==> config.mk <==
export PLATFORM = sky130hd
export DESIGN_NAME = data_mem_lsu
export DESIGN_NICKNAME = d
export VERILOG_FILES = /design/src/rtl/data_mem_lsu.sv
export SDC_FILE = /design/constraint.sdc
export NUM_CORES = 2
export LEC_CHECK = 0
export CAP_MARGIN = 20
export CORE_MARGIN = 2
export CORE_UTILIZATION = 30
export DETAILED_ROUTE_END_ITERATION = 6
export GPL_TIMING_DRIVEN = 0
export PLACE_DENSITY = 0.48
export SYNTH_ARGS = -nofsm -noshare
export SYNTH_HDL_FRONTEND = slang
export SYNTH_SLANG_ARGS = --single-unit
==> constraint.sdc <==
create_clock -name clk -period 12.6 [get_ports clk]
set_input_delay 3.78 -clock clk [delete_from_list [all_inputs] [get_ports clk]]
set_output_delay 3.78 -clock clk [all_outputs]
set_load 0.01 [all_outputs]
==> src/rtl/data_mem_lsu.sv <==
// data_mem_lsu
//   RV32 data memory with an integrated load/store unit. Byte, halfword and
//   word accesses with sign/zero extension and per-byte write lanes, behind
//   valid/ready request and response handshakes. A single registered response
//   slot gives 1-cycle load latency with back-to-back throughput.
//
//   The storage array has no reset of its own. After reset an optional clear
//   sweep writes zero to one word per cycle before requests are accepted.
module data_mem_lsu #(
  parameter int    WORDS          = 64,
  parameter int    ADDR_W         = 32,
  parameter string MEM_INIT       = "",
  parameter bit    CLEAR_ON_RESET = 1'b1
) (
  input  logic              clk,
  input  logic              rst_n,
  input  logic              req_valid,
  output logic              req_ready,
  input  logic              req_we,
  input  logic [2:0]        req_funct3,
  input  logic [ADDR_W-1:0] req_addr,
  input  logic [31:0]       req_wdata,
  output logic              rsp_valid,
  input  logic              rsp_ready,
  output logic [31:0]       rsp_rdata,
  output logic              rsp_err,
  output logic              busy
);

  // Width of an array index and of the full word-address field of a request.
  localparam int IDX_W  = (WORDS > 1) ? $clog2(WORDS) : 1;
  localparam int WIDX_W = ADDR_W - 2;

  localparam logic [IDX_W-1:0]  LAST_IDX  = IDX_W'(WORDS - 1);
  localparam logic [WIDX_W-1:0] WORDS_LIM = WIDX_W'(WORDS);

  // RV32 load/store width encodings.
  localparam logic [2:0] F3_B  = 3'b000;
  localparam logic [2:0] F3_H  = 3'b001;
  localparam logic [2:0] F3_W  = 3'b010;
  localparam logic [2:0] F3_BU = 3'b100;
  localparam logic [2:0] F3_HU = 3'b101;

  typedef enum logic {
    ST_CLEAR,
    ST_RUN
  } state_t;

  state_t state_q;
  state_t state_d;

  logic [IDX_W-1:0] clr_ptr;
  logic [31:0]      mem [WORDS];

  // Request decode.
  logic [WIDX_W-1:0] word_idx;
  logic [IDX_W-1:0]  mem_idx;
  logic [1:0]        lane;
  logic              in_range;
  logic              f3_legal;
  logic              store_bad;
  logic              misaligned;
  logic              req_err;
  logic [3:0]        byte_en;
  logic [31:0]       wr_data;
  logic [31:0]       rd_word;
  logic [7:0]        rd_byte;
  logic [15:0]       rd_half;
  logic [31:0]       load_data;
  logic              accept;
  logic              do_write;

  // Address fields. Upper address bits are kept whole so that an address past
  // the end of the array is reported as an error instead of wrapping.
  assign word_idx = req_addr[ADDR_W-1:2];
  assign mem_idx  = word_idx[IDX_W-1:0];
  assign lane     = req_addr[1:0];
  assign in_range = (word_idx < WORDS_LIM);

  assign accept   = req_valid && req_ready;
  assign do_write = accept && req_we && !req_err;

  // Width decode: legality, alignment, store lane enables and the error flag.
  // NOTE: every signal written in an always_comb gets a default first, so no
  // path through the case can leave it unassigned and infer a latch.
  always_comb begin
    f3_legal   = 1'b0;
    store_bad  = 1'b0;
    misaligned = 1'b0;
    byte_en    = 4'b0000;
    unique case (req_funct3)
      F3_B: begin
        f3_legal = 1'b1;
        byte_en  = 4'b0001 << lane;
      end
      F3_H: begin
        f3_legal   = 1'b1;
        misaligned = lane[0];
        byte_en    = lane[1] ? 4'b1100 : 4'b0011;
      end
      F3_W: begin
        f3_legal   = 1'b1;
        misaligned = |lane;
        byte_en    = 4'b1111;
      end
      F3_BU: begin
        f3_legal  = 1'b1;
        store_bad = req_we;
      end
      F3_HU: begin
        f3_legal   = 1'b1;
        misaligned = lane[0];
        store_bad  = req_we;
      end
      default: begin
        f3_legal = 1'b0;
      end
    endcase
    req_err = !f3_legal || store_bad || misaligned || !in_range;
  end

  // Store data replicated across lanes so each enabled lane picks its bits.
  always_comb begin
    unique case (req_funct3[1:0])
      2'b00:   wr_data = {4{req_wdata[7:0]}};
      2'b01:   wr_data = {2{req_wdata[15:0]}};
      default: wr_data = req_wdata;
    endcase
  end

  // Load path: select the addressed byte/halfword, right-justify and extend.
  always_comb begin
    rd_word   = in_range ? mem[mem_idx] : 32'h0;
    rd_byte   = rd_word[{lane, 3'b000} +: 8];
    rd_half   = lane[1] ? rd_word[31:16] : rd_word[15:0];
    load_data = 32'h0;
    if (!req_we && !req_err) begin
      unique case (req_funct3)
        F3_B:    load_data = {{24{rd_byte[7]}}, rd_byte};
        F3_BU:   load_data = {24'h0, rd_byte};
        F3_H:    load_data = {{16{rd_half[15]}}, rd_half};
        F3_HU:   load_data = {16'h0, rd_half};
        F3_W:    load_data = rd_word;
        default: load_data = 32'h0;
      endcase
    end
  end

  // Storage array: clear sweep writes one zero word per cycle, otherwise
  // accepted error-free stores update only their enabled byte lanes.
  // NOTE: the array has no reset term on purpose; a reset on every word would
  // stop it mapping onto RAM macros, so zeroing is done by the clear sweep.
  always_ff @(posedge clk) begin
    if (state_q == ST_CLEAR) begin
      mem[clr_ptr] <= 32'h0;
    end else if (do_write) begin
      for (int b = 0; b < 4; b++) begin
        if (byte_en[b]) begin
          mem[mem_idx][8*b +: 8] <= wr_data[8*b +: 8];
        end
      end
    end
  end

  // State register; reset picks the sweep or goes straight to RUN.
  // NOTE: sequential state uses non-blocking assignments so every register
  // samples values from before the edge, independent of block ordering.
  always_ff @(posedge clk or negedge rst_n) begin
    if (!rst_n) begin
      if (CLEAR_ON_RESET) begin
        state_q <= ST_CLEAR;
      end else begin
        state_q <= ST_RUN;
      end
    end else begin
      state_q <= state_d;
    end
  end

  // Next state and handshake outputs.
  always_comb begin
    state_d   = state_q;
    req_ready = 1'b0;
    busy      = 1'b0;
    unique case (state_q)
      ST_CLEAR: begin
        busy = 1'b1;
        if (clr_ptr == LAST_IDX) begin
          state_d = ST_RUN;
        end
      end
      ST_RUN: begin
        req_ready = !rsp_valid || rsp_ready;
      end
    endcase
  end

  // Clear sweep pointer; restarts at word 0 on every reset.
  always_ff @(posedge clk or negedge rst_n) begin
    if (!rst_n) begin
      clr_ptr <= '0;
    end else if (state_q == ST_CLEAR) begin
      if (clr_ptr == LAST_IDX) begin
        clr_ptr <= '0;
      end else begin
        clr_ptr <= clr_ptr + 1'b1;
      end
    end
  end

  // Single response slot: loaded on accept, held until consumed.
  always_ff @(posedge clk or negedge rst_n) begin
    if (!rst_n) begin
      rsp_valid <= 1'b0;
      rsp_rdata <= 32'h0;
      rsp_err   <= 1'b0;
    end else if (accept) begin
      rsp_valid <= 1'b1;
      rsp_rdata <= load_data;
      rsp_err   <= req_err;
    end else if (rsp_ready) begin
      rsp_valid <= 1'b0;
    end
  end

endmodule
==> metrics <==
Starting Density=30.1%; final global-route overflow total=0; layout cells sized above 1=24.1%; Clock Skew=between 0.05 and 0.06 ns; Syn Std Cell Area=about 0.083 mm^2; final setup TNS=0 ns; fmax=0.106 GHz; # port buffers=100; hold depth=1; die outline area=around 0.28 mm^2; cell mode on critical path=buf_2; top sig layer=met5; reg2reg end=mem[19][13]; Rows=between 150 and 200; H-tree Lvls=4; most frequent cells in the layout=2,048 x edfxtp_1, 436 x mux4_2, 316 x nor2_1, 260 x mux2i_1, 223 x clkbuf_16; Area after DPL=0.0908 mm^2; initial DRC count=approximately 8,000; clk root buf=clkbuf_16; Core Box Area=0.276 mm^2; vias per std cell=around 5.7; Critical Path RT=between 10 and 15 ns; Via Count=between 40,000 and 50,000; slowest cell on the critical path=nor2_1; Post-CTS Resized=0; number of flops mapped to enable cells by yosys=roughly 2,000; YS warnings=0; Worst EP arrival=9.88 ns; LEAKAGE=26.3 nW; Critical Path Start Type=input pin; Post-Route Utilization=around 36%; CP max FO=10; Max stage delay on crit path=0.96 ns; violations in the final reports=DRC; Worst Min Path Start=rsp_rdata[31]; DR WL/cell=a little over 40 um; gpl congestion=1.00; relative slew slack=between 10% and 20%; final non-filler cell area=0.0981 mm^2; Final Total Pwr=approximately 0.015 W; element type at the critical path end=register; die width=530 um; Max-Cap Viols=0; Cell Chain, Critical Path=buf_2, buf_2, buf_2, buf_6, buf_2, clkbuf_2, buf_1, nand3_1, nand2_1, nand2_1, nor2_1; Worst Hold Class=reg -> reg; worst slew pin tran=around 1.3 ns; antenna-violating nets left=0; PwrDens=149 mW/mm^2; RSZ-0062 raised after global routing=no; TritonCTS Sinks=~2,100; Setup CP Type=in -> reg; FILL cells=around 26,000; RR Startpoint=state_q; clock latency on the worst-skew pair=0.90 ns; hold_ws=0.500 ns; Area Overhead vs Synth=18.3%; Hold Path Sink=rsp_rdata[31]; sequential share of the synthesized area=75.4%; Post-Syn Instances=approximately 4,000; final wirelength=around 350,000 um; first-pass GRT wire length=448,000 um; die height=530 um; DR pass1 iterations=7; Top-Level Pins=108; # DRC=2; TritonCTS clock tree=built; met3 wire len=between 30,000 and 40,000 um; peak supply drop=~0.00012 V; status=finished with violations; R2R setup slack=6.82 ns; all-layer global routing usage=24.4%; met2 wire len=roughly 160,000 um; syn_nets=4,182; CTS Buf Count=220; Total Nets Final=about 4,600; Reg clk slew, reported paths=around 0.060 ns; Fin. Hold Viols=0; post-CTS setup buffer count=0; vias in the first global route=approximately 46,000; top_reg_cell synth=edfxtp_1; post-detail-place hpwl=around 240,000 um; maximum number of pins on one net before global-route repair=60; Clock Path Buffers=3; max-slew violations=0; antenna violations before repair=46; final setup fails=0; Distinct cells, synth=78; cells on worst reg2reg path=9; Syn Area/Cell=just over 20 um^2; part of the cycle the worst path needs=74.6%; Tmin final=between 9 and 10 ns; hold buffers post-CTS=0; commonest non-fill, non-tap cell in the layout=edfxtp_1; met1 WL=about 130,000 um; ys async rst share=1.96%; Yosys reg bits=roughly 2,100
[final cells by class]
class	count	area [um^2]	share of cell area [%]
Clock buffer	293	5970	6.09
Tap cell	3705	4640	4.72
Antenna cell	21	52.6	0.0536
Clock inverter	111	1100	1.13
Inverter	14	52.6	0.0536
Sequential cell	2089	62500	63.7
Timing Repair Buffer	245	3060	3.12
Multi-Input combinational cell	1764	19000	19.3
Buffer	242	1750	1.78
[logic make-up after synthesis]
kind of cell	share of synthesized area (%)
flops	75.4
compound gates	3.69
xor+xnor	0.0317
fa+ha+maj	0.0151
buf+inv	2.12
mux	15.5
simple gates	3.24
[worst max path at each step]
stage	from	to	slack, ns	depth (start not counted)
finish	req_addr[5]	mem[15][18]	3.20	11
floorplan	rsp_ready	req_ready	4.70	2
global route	req_addr[5]	mem[9][30]	3.41	11
detailed placement	req_addr[5]	mem[10][24]	2.53	11
CTS	req_addr[5]	mem[9][9]	3.44	11
global placement	req_addr[30]	mem[5][13]	-0.79	9
[critical path: cells and delay by family]
family / cells / cell delay (ns)
buffers and inverters: 7 / 3.90
AND/OR/NAND/NOR: 4 / 2.09
[power breakdown]
| part | internal [W] | switching [W] |
|---|---|---|
| combinational | 0.000179 | 0.000515 |
| clock | 0.00364 | 0.00283 |
| sequential | 0.00751 | 0 |
| total | 0.0113 | 0.00334 |
[through the flow]
stage / cells / setup slack, ns
finish: 8484 / 3.20
global route: 8468 / 3.41
CTS: 8445 / 3.44
detailed placement: 8041 / 2.53
global placement: 7914 / -0.791
floorplan: 4109 / 4.70
[sequential cells by signal (all words and copies together), names as in the netlist]
signal and cells:
mem 2048, state_q 1, clr_ptr 6, rsp_valid 1, rsp_err 1, rsp_rdata 32
[per-layer routing]
layer / GRT usage (%) / up-vias
li1: - / 18000
met2: 38.1 / 3159
met4: 13.1 / 4
met1: 31.5 / 26100
met5: 0 / -
met3: 5.99 / 695
[cells in the mapped netlist, drive strengths merged, types with 11 or more instances]
| cell type | count | share of area (%) |
|---|---|---|
| and2 | 19 | 0.14 |
| o21ai | 54 | 0.33 |
| mux2i | 260 | 3.1 |
| nor2 | 340 | 1.5 |
| inv | 13 | 0.059 |
| dfrtp | 41 | 1.2 |
| a21oi | 71 | 0.43 |
| mux4 | 450 | 12 |
| a211oi | 13 | 0.12 |
| buf | 181 | 1.7 |
| o22ai | 19 | 0.14 |
| a221o | 20 | 0.24 |
| a221oi | 76 | 0.84 |
| o211ai | 11 | 0.10 |
| o31ai | 24 | 0.22 |
| clkbuf | 59 | 0.29 |
| nand2b | 21 | 0.16 |
| nor2b | 12 | 0.091 |
| a31oi | 12 | 0.091 |
| nor3 | 18 | 0.11 |
| nand2 | 126 | 0.57 |
| edfxtp | 2048 | 74 |
| a22oi | 63 | 0.57 |
| nand3 | 42 | 0.25 |
| a211o | 11 | 0.12 |
Note: power is estimated with default switching activity, not from simulation.
